[src/rtl/lagarto_reset_sequencer_if.sv]
// Purpose: groups the mask, soft-reset handshake and reset outputs of the Lagarto reset sequencer.
// Latency: none, wires only.
// Backpressure: soft_rst_req_i is a level held by the requester until soft_rst_ack_o pulses.
interface lagarto_reset_sequencer_if #(
  parameter int NumHarts = 4
) ();

  logic [NumHarts-1:0] hart_mask_i;
  logic [NumHarts-1:0] soft_rst_req_i;
  logic [NumHarts-1:0] soft_rst_ack_o;
  logic                spc_grst_l;
  logic [NumHarts-1:0] core_rst_no;
  logic                busy_o;

  // Tile-side controller: drives mask and requests, observes resets and acks.
  modport master (
    output hart_mask_i,
    output soft_rst_req_i,
    input  soft_rst_ack_o,
    input  spc_grst_l,
    input  core_rst_no,
    input  busy_o
  );

  // Sequencer side.
  modport slave (
    input  hart_mask_i,
    input  soft_rst_req_i,
    output soft_rst_ack_o,
    output spc_grst_l,
    output core_rst_no,
    output busy_o
  );

endinterface

[src/rtl/lagarto_reset_sequencer.sv]
// Purpose: multi-hart wake-up delay, staggered/simultaneous core reset release and per-hart soft reset.
// Latency: every reset output lags its internal pre-sync value by SyncStages cycles; soft reset acks after SoftRstCycles+SyncStages.
// Backpressure: requests are levels; a request to a hart already in soft reset is absorbed until its ack.
// Optional feature: define LAGARTO_RST_SEQ_STAGGER_EN for one release slot per StaggerCycles;
// without it all enabled harts are released together at the wake-done edge.
module lagarto_reset_sequencer #(
  parameter int NumHarts      = 4,
  parameter int WakeCntWidth  = 16,
  parameter int StaggerCycles = 8,
  parameter int SoftRstCycles = 16,
  parameter int SyncStages    = 2
) (
  input  logic                            clk_i,
  input  logic                            reset_l,
  lagarto_reset_sequencer_if.slave        bus
);

  // Width of the per-hart soft reset counter (counts 1..SoftRstCycles).
  localparam int SoftCntW = $clog2(SoftRstCycles + 1);
  // All reset signals travel through one shared chain; the top bit is the global reset.
  localparam int SigW     = NumHarts + 1;

  if (NumHarts < 1 || NumHarts > 16 || StaggerCycles < 1 || SoftRstCycles < 1 ||
      SyncStages < 1 || WakeCntWidth < 1) begin : g_param_check
    $error("lagarto_reset_sequencer: illegal parameter value");
  end

  typedef enum logic [1:0] {
    ST_WAKE    = 2'd0,
    ST_RELEASE = 2'd1,
    ST_RUN     = 2'd2
  } state_e;

  state_e                  state_q, state_d;

  logic [WakeCntWidth-1:0] wake_cnt_q, wake_cnt_d;
  logic                    wake_done;

  logic [NumHarts-1:0]     mask_q, mask_d;
  logic                    grst_pre_q, grst_pre_d;
  logic [NumHarts-1:0]     core_pre_q, core_pre_d;
  logic [NumHarts-1:0]     inflight_q, inflight_d;
  logic [NumHarts-1:0]     ack_q, ack_d;
  logic [SoftCntW-1:0]     soft_cnt_q [NumHarts];
  logic [SoftCntW-1:0]     soft_cnt_d [NumHarts];

  logic [SigW-1:0]         sync_q [SyncStages];
  logic [SigW-1:0]         sync_d [SyncStages];
  logic [SigW-1:0]         pre_vec;
  logic [SigW-1:0]         stage_in_last;
  logic [SigW-1:0]         sync_last;
  logic                    settled;
  logic                    busy;

`ifdef LAGARTO_RST_SEQ_STAGGER_EN
  localparam int PtrW     = (NumHarts > 1) ? $clog2(NumHarts) : 1;
  localparam int StagCntW = (StaggerCycles > 1) ? $clog2(StaggerCycles) : 1;

  logic [PtrW-1:0]     slot_ptr_q, slot_ptr_d;
  logic [PtrW-1:0]     slot_ptr_nxt;
  logic [StagCntW-1:0] stag_cnt_q, stag_cnt_d;
  logic                slot_adv;
  logic                last_slot;

  // A new slot opens when the current one has lasted StaggerCycles edges.
  assign slot_ptr_nxt = slot_ptr_q + PtrW'(1);
  assign slot_adv     = (stag_cnt_q == StagCntW'(StaggerCycles - 1));
  assign last_slot    = (slot_ptr_nxt == PtrW'(NumHarts - 1));
`endif

  // Wake-up counter: runs only in WAKE and saturates once its MSB is set.
  always_comb begin
    wake_cnt_d = wake_cnt_q;
    if (state_q == ST_WAKE && !wake_cnt_q[WakeCntWidth-1]) begin
      wake_cnt_d = wake_cnt_q + WakeCntWidth'(1);
    end
    wake_done = (state_q == ST_WAKE) && wake_cnt_d[WakeCntWidth-1];
  end

  // FSM next state: WAKE -> RELEASE -> RUN; only reset_l leaves RUN.
  always_comb begin
    state_d = state_q;
    unique case (state_q)
      ST_WAKE: begin
        if (wake_done) begin
`ifdef LAGARTO_RST_SEQ_STAGGER_EN
          // A single hart has no further slots to wait for.
          state_d = (NumHarts == 1) ? ST_RUN : ST_RELEASE;
`else
          state_d = ST_RELEASE;
`endif
        end
      end
      ST_RELEASE: begin
`ifdef LAGARTO_RST_SEQ_STAGGER_EN
        if (slot_adv && last_slot) begin
          state_d = ST_RUN;
        end
`else
        state_d = ST_RUN;
`endif
      end
      ST_RUN: begin
        state_d = ST_RUN;
      end
      default: begin
        state_d = ST_WAKE;
      end
    endcase
  end

  // Pre-sync reset values: global release, hart release slots and per-hart soft resets.
  always_comb begin
    mask_d     = mask_q;
    grst_pre_d = grst_pre_q;
    core_pre_d = core_pre_q;
    inflight_d = inflight_q;
    ack_d      = '0;
    for (int h = 0; h < NumHarts; h++) begin
      soft_cnt_d[h] = soft_cnt_q[h];
    end
`ifdef LAGARTO_RST_SEQ_STAGGER_EN
    slot_ptr_d = slot_ptr_q;
    stag_cnt_d = stag_cnt_q;
`endif

    // Wake-done edge: freeze the enable mask and let the tile out of reset.
    if (wake_done) begin
      mask_d     = bus.hart_mask_i;
      grst_pre_d = 1'b1;
`ifdef LAGARTO_RST_SEQ_STAGGER_EN
      // Slot 0 coincides with the wake-done edge.
      core_pre_d[0] = bus.hart_mask_i[0];
      slot_ptr_d    = '0;
      stag_cnt_d    = '0;
`else
      core_pre_d    = bus.hart_mask_i;
`endif
    end

`ifdef LAGARTO_RST_SEQ_STAGGER_EN
    // Each slot elapses even for a masked-out hart, which simply stays in reset.
    if (state_q == ST_RELEASE) begin
      if (slot_adv) begin
        stag_cnt_d = '0;
        slot_ptr_d = slot_ptr_nxt;
        for (int h = 0; h < NumHarts; h++) begin
          if (slot_ptr_nxt == PtrW'(h)) begin
            core_pre_d[h] = mask_q[h];
          end
        end
      end else begin
        stag_cnt_d = stag_cnt_q + StagCntW'(1);
      end
    end
`endif

    // Soft reset: hold the hart low for SoftRstCycles edges, then ack when the
    // rising edge emerges from the last synchronizer stage.
    for (int h = 0; h < NumHarts; h++) begin
      if (inflight_q[h]) begin
        if (!mask_q[h]) begin
          // Disabled hart: nothing to reset, acknowledge straight away.
          ack_d[h]      = 1'b1;
          inflight_d[h] = 1'b0;
        end else if (!core_pre_q[h]) begin
          if (soft_cnt_q[h] == SoftCntW'(SoftRstCycles)) begin
            core_pre_d[h] = 1'b1;
          end else begin
            soft_cnt_d[h] = soft_cnt_q[h] + SoftCntW'(1);
          end
        end else if (stage_in_last[h] && !sync_last[h]) begin
          ack_d[h]      = 1'b1;
          inflight_d[h] = 1'b0;
        end
      end else if (state_q == ST_RUN && bus.soft_rst_req_i[h]) begin
        // Requests raised before RUN are levels and are picked up here.
        inflight_d[h] = 1'b1;
        if (mask_q[h]) begin
          core_pre_d[h] = 1'b0;
          soft_cnt_d[h] = SoftCntW'(1);
        end
      end
    end
  end

  // Synchronizer chain inputs and the "everything has propagated" indication.
  always_comb begin
    pre_vec   = {grst_pre_q, core_pre_q};
    sync_d[0] = pre_vec;
    for (int k = 1; k < SyncStages; k++) begin
      sync_d[k] = sync_q[k-1];
    end
    stage_in_last = sync_d[SyncStages-1];
    sync_last     = sync_q[SyncStages-1];
    settled       = 1'b1;
    for (int k = 0; k < SyncStages; k++) begin
      if (sync_q[k] != pre_vec) begin
        settled = 1'b0;
      end
    end
    busy = !((state_q == ST_RUN) && (inflight_q == '0) && settled);
  end

  // FSM state register.
  always_ff @(posedge clk_i) begin
    if (!reset_l) begin
      state_q <= ST_WAKE;
    end else begin
      state_q <= state_d;
    end
  end

  // Counters, mask, pre-sync resets and handshake state.
  always_ff @(posedge clk_i) begin
    if (!reset_l) begin
      wake_cnt_q <= '0;
      mask_q     <= '0;
      grst_pre_q <= 1'b0;
      core_pre_q <= '0;
      inflight_q <= '0;
      ack_q      <= '0;
      for (int h = 0; h < NumHarts; h++) begin
        soft_cnt_q[h] <= '0;
      end
`ifdef LAGARTO_RST_SEQ_STAGGER_EN
      slot_ptr_q <= '0;
      stag_cnt_q <= '0;
`endif
    end else begin
      wake_cnt_q <= wake_cnt_d;
      mask_q     <= mask_d;
      grst_pre_q <= grst_pre_d;
      core_pre_q <= core_pre_d;
      inflight_q <= inflight_d;
      ack_q      <= ack_d;
      for (int h = 0; h < NumHarts; h++) begin
        soft_cnt_q[h] <= soft_cnt_d[h];
      end
`ifdef LAGARTO_RST_SEQ_STAGGER_EN
      slot_ptr_q <= slot_ptr_d;
      stag_cnt_q <= stag_cnt_d;
`endif
    end
  end

  // Output synchronizer stages; cleared together with everything else.
  always_ff @(posedge clk_i) begin
    if (!reset_l) begin
      for (int k = 0; k < SyncStages; k++) begin
        sync_q[k] <= '0;
      end
    end else begin
      for (int k = 0; k < SyncStages; k++) begin
        sync_q[k] <= sync_d[k];
      end
    end
  end

  assign bus.spc_grst_l     = sync_last[NumHarts];
  assign bus.core_rst_no    = sync_last[NumHarts-1:0];
  assign bus.soft_rst_ack_o = ack_q;
  assign bus.busy_o         = busy;

endmodule
[src/flat_wrapper.sv]
// flat-port wrapper written by rule: the top's interface ports become plain ports
module lagarto_reset_sequencer_flat 
#(
  parameter int NumHarts      = 4,
  parameter int WakeCntWidth  = 16,
  parameter int StaggerCycles = 8,
  parameter int SoftRstCycles = 16,
  parameter int SyncStages    = 2
)
  (clk_i, reset_l, bus_hart_mask_i, bus_soft_rst_req_i, bus_soft_rst_ack_o, bus_spc_grst_l, bus_core_rst_no, bus_busy_o);
  lagarto_reset_sequencer_if #(.NumHarts(NumHarts)) bus_i ();
  input  logic clk_i;
  input  logic reset_l;
  input wire logic [$bits(bus_i.hart_mask_i)-1:0] bus_hart_mask_i;
  input wire logic [$bits(bus_i.soft_rst_req_i)-1:0] bus_soft_rst_req_i;
  output wire logic [$bits(bus_i.soft_rst_ack_o)-1:0] bus_soft_rst_ack_o;
  output wire logic [$bits(bus_i.spc_grst_l)-1:0] bus_spc_grst_l;
  output wire logic [$bits(bus_i.core_rst_no)-1:0] bus_core_rst_no;
  output wire logic [$bits(bus_i.busy_o)-1:0] bus_busy_o;
  assign bus_i.hart_mask_i = bus_hart_mask_i;
  assign bus_i.soft_rst_req_i = bus_soft_rst_req_i;
  assign bus_soft_rst_ack_o = bus_i.soft_rst_ack_o;
  assign bus_spc_grst_l = bus_i.spc_grst_l;
  assign bus_core_rst_no = bus_i.core_rst_no;
  assign bus_busy_o = bus_i.busy_o;
  lagarto_reset_sequencer #(.NumHarts(NumHarts), .WakeCntWidth(WakeCntWidth), .StaggerCycles(StaggerCycles), .SoftRstCycles(SoftRstCycles), .SyncStages(SyncStages)) u_core (.clk_i(clk_i), .reset_l(reset_l), .bus(bus_i));
endmodule
[config.mk]
export PLATFORM = sky130hd
export DESIGN_NAME = lagarto_reset_sequencer_flat
export DESIGN_NICKNAME = d
export VERILOG_FILES = /design/src/rtl/lagarto_reset_sequencer_if.sv /design/src/rtl/lagarto_reset_sequencer.sv /design/src/flat_wrapper.sv
export SDC_FILE = /design/constraint.sdc
export NUM_CORES = 1
export LEC_CHECK = 0
export ABC_CLOCK_PERIOD_IN_PS = 2720
export CELL_PAD_IN_SITES_DETAIL_PLACEMENT = 2
export CELL_PAD_IN_SITES_GLOBAL_PLACEMENT = 2
export CORE_ASPECT_RATIO = 1.2
export CORE_MARGIN = 1.5
export CORE_UTILIZATION = 39
export DETAILED_ROUTE_END_ITERATION = 6
export PLACE_DENSITY = 0.84
export RECOVER_POWER = 25
export SLEW_MARGIN = 15
export SYNTH_ARGS = -nofsm -noshare
export SYNTH_HDL_FRONTEND = slang
export SYNTH_SLANG_ARGS = --single-unit
[constraint.sdc]
create_clock -name clk_i -period 2.72 [get_ports clk_i]
set_input_delay 0.408 -clock clk_i [delete_from_list [all_inputs] [get_ports clk_i]]
set_output_delay 0.408 -clock clk_i [all_outputs]
set_load 0.01 [all_outputs]
# Word level (Yosys, flattened, before mapping)
# Memory sizes are Yosys's and may differ from the RTL's.
# Cells that the tools add are included.
# totals
in_bits	10
ff_bits	35
elab_cells	152
memories	2
mem_bits_rw	30
# classes
n_mux	94
n_addsub	5
n_eq_ne	9
n_reduce_logical	25
bitwise	6
# mem_list
name	words	width	read_ports	rd_ports_with_merged_regs	wr	line_no	source
u_core.soft_cnt_q	4	5	4	0	4	lagarto_reset_sequencer.sv:44	logic [SoftCntW-1:0] soft_cnt_q [NumHarts];
u_core.sync_q	2	5	2	0	2	lagarto_reset_sequencer.sv:47	logic [SigW-1:0] sync_q [SyncStages];
# op_table
op	count
5-bit 2-to-1 mux	30
1-bit 2-to-1 mux	60
5-bit by 1-bit adder with 5-bit output, second input constant	4
5-bit == test, second input constant	4
16-bit by 1-bit adder with 16-bit output, second input constant	1
16-bit 2-to-1 mux	1
1-bit logical AND	12
5-bit != test	2
2-bit AND reduction	4
1-bit logical NOT	6
1-bit bitwise OR	6
4-bit logical NOT	1
4-bit 2-to-1 mux	1
2-bit one-hot mux with 2 select lines	1
2-bit by 1-bit == test with 1-bit output, second input constant	1
2-bit == test, second input constant	1
2-bit logical NOT	1
2-bit 2-to-1 mux	1
2-bit by 1-bit != test with 1-bit output, second input constant	1
2-bit OR reduction	1

# Depth between registers and ports, before layout
# logic_depth
ltp_word	9
depth_mapped	8
ltp_nobuf	6

# Least setup slack after synthesis
# OpenSTA, ideal clock, no wires.
# synth_path
path_type	flip-flop to output port
startpoint	reg u_core.state_q[0]
endpoint	out bus_busy_o
arrival_ns	1.533
required_ns	2.312
stages_incl_launch_ff	7
setup_slack_ns	0.779
cell_sequence	dfxtp_1 inv_1 ha_1 nand2b_1 or4_1 nor4_1 o2111ai_1
# synth_between
elab_chain_len	4
# synth_rtl
item	line_no	source
from (decl)	lagarto_reset_sequencer.sv:34	state_e state_q, state_d;
from (signal assigned)	lagarto_reset_sequencer.sv:210	state_q <= state_d;
2-bit == test	lagarto_reset_sequencer.sv:202	busy = !((state_q == ST_RUN) && (inflight_q == '0) && settled);
1-bit logical AND (2 in a row)	lagarto_reset_sequencer.sv:202	
1-bit logical NOT	lagarto_reset_sequencer.sv:202	
to (decl)	flat_wrapper.sv:19	output wire logic [$bits(bus_i.busy_o)-1:0] bus_busy_o;
# No other way between the ends.

# Worst setup path in the final report
# Same ends and word-level chain as after synthesis.

==> results.json <==
{
  "run_status": "completed",
  "overflow": 0,
  "synth_cell_type_count": 47,
  "final_nets": 408,
  "endpoint": "bus_busy_o",
  "combinationalPowerShare_pct": 10.4,
  "die_h_um": 101,
  "antenna_cells": 0,
  "antenna_found_initial": 0,
  "num_vias": 2765,
  "grt_pass1_wl_mm": 15.0,
  "syn_to_final_growth_pct": 14.5,
  "setup_violations": 0,
  "finalCritPeriodShare_pct": 94.5,
  "rows": 35,
  "cp_cell_sequence": "inv_2 -> ha_2 -> nand2b_1 -> or4_1 -> nor4_2 -> o2111ai_1 -> clkdlybuf4s15_1",
  "routed_wl_mm": 8.83,
  "dp.cells": 467,
  "drv_slew": 0,
  "dp_slack_ns": 0.240,
  "gp_congestion": 0.735,
  "layout_setup_ws_ns": 0.150,
  "cp_slowest_cell": "or4_1",
  "wire_per_inst_um": 18.3,
  "arrival_ns": 2.16,
  "syn_inst": 361,
  "clock-sinks": 65,
  "fin_skew_ns": 0.00833,
  "ys_ff_latch": 65,
  "grt_max_degree": 22,
  "period_needed_ns": 2.57,
  "pwr-share-clk_pct": 39.7,
  "crit_path_end_kind": "output pin",
  "port_buffers": 19,
  "power.net_switching_mw": 0.550,
  "synth_top_flop_cell": "dfxtp_1",
  "crit_type": "register to output pin",
  "synth_nets": 383,
  "drc": 0,
  "seq_area_frac_synth_pct": 41.7,
  "ff2ff_path_depth": 6,
  "synth.most_common_cell": "dfxtp_1",
  "yosys-top-cells-count": "dfxtp_1, nand2_1, a21oi_1, o21ai_0, nor2_1",
  "min_path_type": "register to register",
  "cts_tree": "done",
  "vias_per_cell": 5.74,
  "critPathMaxFanout": 3,
  "stdcell_area_um2": 3580,
  "max-vdd-ir-drop_v": 0.000342,
  "synth_top_area_share_pct": 41.7,
  "cts.reportedPaths.clkPinSlew_ns": 0.07,
  "powerDensity_nw_per_um2": 563,
  "crit_cells": 7,
  "finalPower_mw": 2.01,
  "postCtsSetupBuffers": 0,
  "reg2reg_to": "u_core.wake_cnt_q[13]",
  "start_util_pct": 40.5,
  "ctsHtreeMaxLevel": 3,
  "p_leak_nw": 1.25,
  "slowest_delay_ns": 0.52,
  "dp_hpwl_mm": 6.10,
  "start_kind": "register",
  "cts_max_path_buffers": 2,
  "finalSetupTns_ns": 0,
  "die_w_um": 84.7,
  "fin_cells": 482,
  "ctsRootBufferMaster": "clkbuf_8",
  "nFillCells": 854,
  "ant_nets": 0,
  "intPower_mw": 1.46,
  "core_um2": 7710,
  "power.share.switching_pct": 27.3,
  "drt-pass1-iter-count": 4,
  "placed_cell_area_um2": 3390,
  "cp_top_family": "simple AND/OR/NAND/NOR gates",
  "netlist_area_um2": 3120,
  "max_freq_mhz": 389,
  "worst_pin_slew_ns": 0.871,
  "clk_latency_ns": 0.35,
  "dieArea_um2": 8550,
  "yosysTopAreaCell": "dfxtp_1",
  "seq_area_um2": 1300,
  "synth_edf_count": 0,
  "multi_input_area_um2": 1690,
  "syn-mean-instance-area_um2": 8.65,
  "pwr-share-seq_pct": 49.9,
  "synth_area_leaders": "dfxtp_1, a21oi_1, ha_1, nand2_1, o21ai_0",
  "grt_pass1_vias": 3030,
  "regToRegSetupSlack_ns": 0.62,
  "critPathRequiredTime_ns": 2.31,
  "track_usage_pct": 22.4,
  "finalHoldViolCount": 0,
  "cp_num_buf_inv": 2,
  "drive_gt1_share_pct": 6.67,
  "cts_buffers": 9,
  "timing.max_cap.violations": 0,
  "cp-startpoint": "u_core.state_q[0]",
  "async_flop_share_pct": 0,
  "first_iter_violations": 89,
  "r2r-start": "u_core.state_q[1]",
  "slew_headroom_pct": 42.0,
  "yosysWarnings": 0,
  "ios": 20
}
==> power groups by stage <==
stage / combinational (mW) / clock (mW) / sequential (mW)
4_1_cts: 0.212 / 0.816 / 1.00
3_3_place_gp: 0.197 / 0 / 1.02
6_report: 0.209 / 0.800 / 1.00
2_1_floorplan: 0.153 / 0 / 1.02
3_5_place_dp: 0.206 / 0 / 1.03
5_1_grt: 0.242 / 0.859 / 1.01
==> area by class of cell <==
class / instances / share of cell area, %
Clock inverter: 4 / 1.26
Clock buffer: 11 / 3.67
Sequential cell: 65 / 36.4
Multi-Input combinational cell: 266 / 47.2
Timing Repair Buffer: 23 / 6.05
Tap cell: 92 / 3.22
Inverter: 21 / 2.20
==> cell usage in the layout (no fill, tap or decap), drive strengths merged, types with 5 or more instances in the layout <==
master,n
xnor2,5
nand3,18
nor3,8
xor2,7
and3,7
a21oi,30
clkbuf,12
and2,10
nand4,8
or4,8
dfxtp,65
clkdlybuf4s50,15
o31ai,5
ha,12
nand3b,5
or3,9
nor2b,5
o21ai,24
nor2,23
inv,21
nand2,34
mux2i,6
==> how the worst min path moves through the flow <==
stage	startpoint	to	depth (start not counted)
2_1_floorplan	u_core.soft_cnt_q[0][4]	u_core.soft_cnt_q[0][4]	2
3_3_place_gp	u_core.state_q[0]	u_core.state_q[0]	2
3_5_place_dp	u_core.soft_cnt_q[0][4]	u_core.soft_cnt_q[0][4]	2
4_1_cts	u_core.soft_cnt_q[0][4]	u_core.soft_cnt_q[0][4]	2
5_1_grt	u_core.soft_cnt_q[0][4]	u_core.soft_cnt_q[0][4]	2
6_report	u_core.soft_cnt_q[0][4]	u_core.soft_cnt_q[0][4]	2
==> stage by stage <==
step	utilization, %	hold WS, ns
after floorplan	-	0.439
after global placement	44.0	0.456
after detailed placement	44.0	0.476
after CTS	46.3	0.484
after global routing	46.4	0.522
final	46.4	0.479
==> worst register-to-register path: stages (launching register included) <==
cell and delay (ns):
dfxtp_2 0.34, inv_1 0.08, ha_1 0.39, nand3b_1 0.25, or4_4 0.51, or3_1 0.33
a21oi_1 0.14
==> cell families after synthesis <==
kind of cell             count (synthesis)  synth area share (%)
AO/OA/AOI/OAI                           81                  15.5
buffers and inverters                   30                  4.57
AND/OR/NAND/NOR                        155                  28.1
multiplexers                             6                  1.92
flip-flops                              65                  41.7
adder cells (fa/ha/maj)                 12                  4.81
XOR/XNOR                                12                  3.37
==> state kept, by name (all words and copies together), names as in the netlist <==
signal	count
u_core.mask_q	4
u_core.inflight_q	4
u_core.bus.soft_rst_ack_o	4
u_core.wake_cnt_q	16
u_core.soft_cnt_q	20
u_core.state_q	2
u_core.sync_q	10
u_core.grst_pre_q	1
u_core.core_pre_q	4
==> what timing repair did <==
item | 4_1_cts | 5_1_grt
endpoints found under the setup margin | 1 | 1
hold buffers | 0 | 0
cloned | 0 | 0
endpoints found under the hold margin | 0 | 0
resized for setup | 1 | 5
pin swaps | 0 | 1
==> metal layers <==
metal	track usage, %	part of all wire, %	vias up
met5	0	0	-
met2	42.4	54	19
met1	25.0	43	1385
met3	3.28	1.5	16
met4	8.93	1.7	0
li1	-	-	1345
No activity file was read; power rests on OpenSTA's default activity.
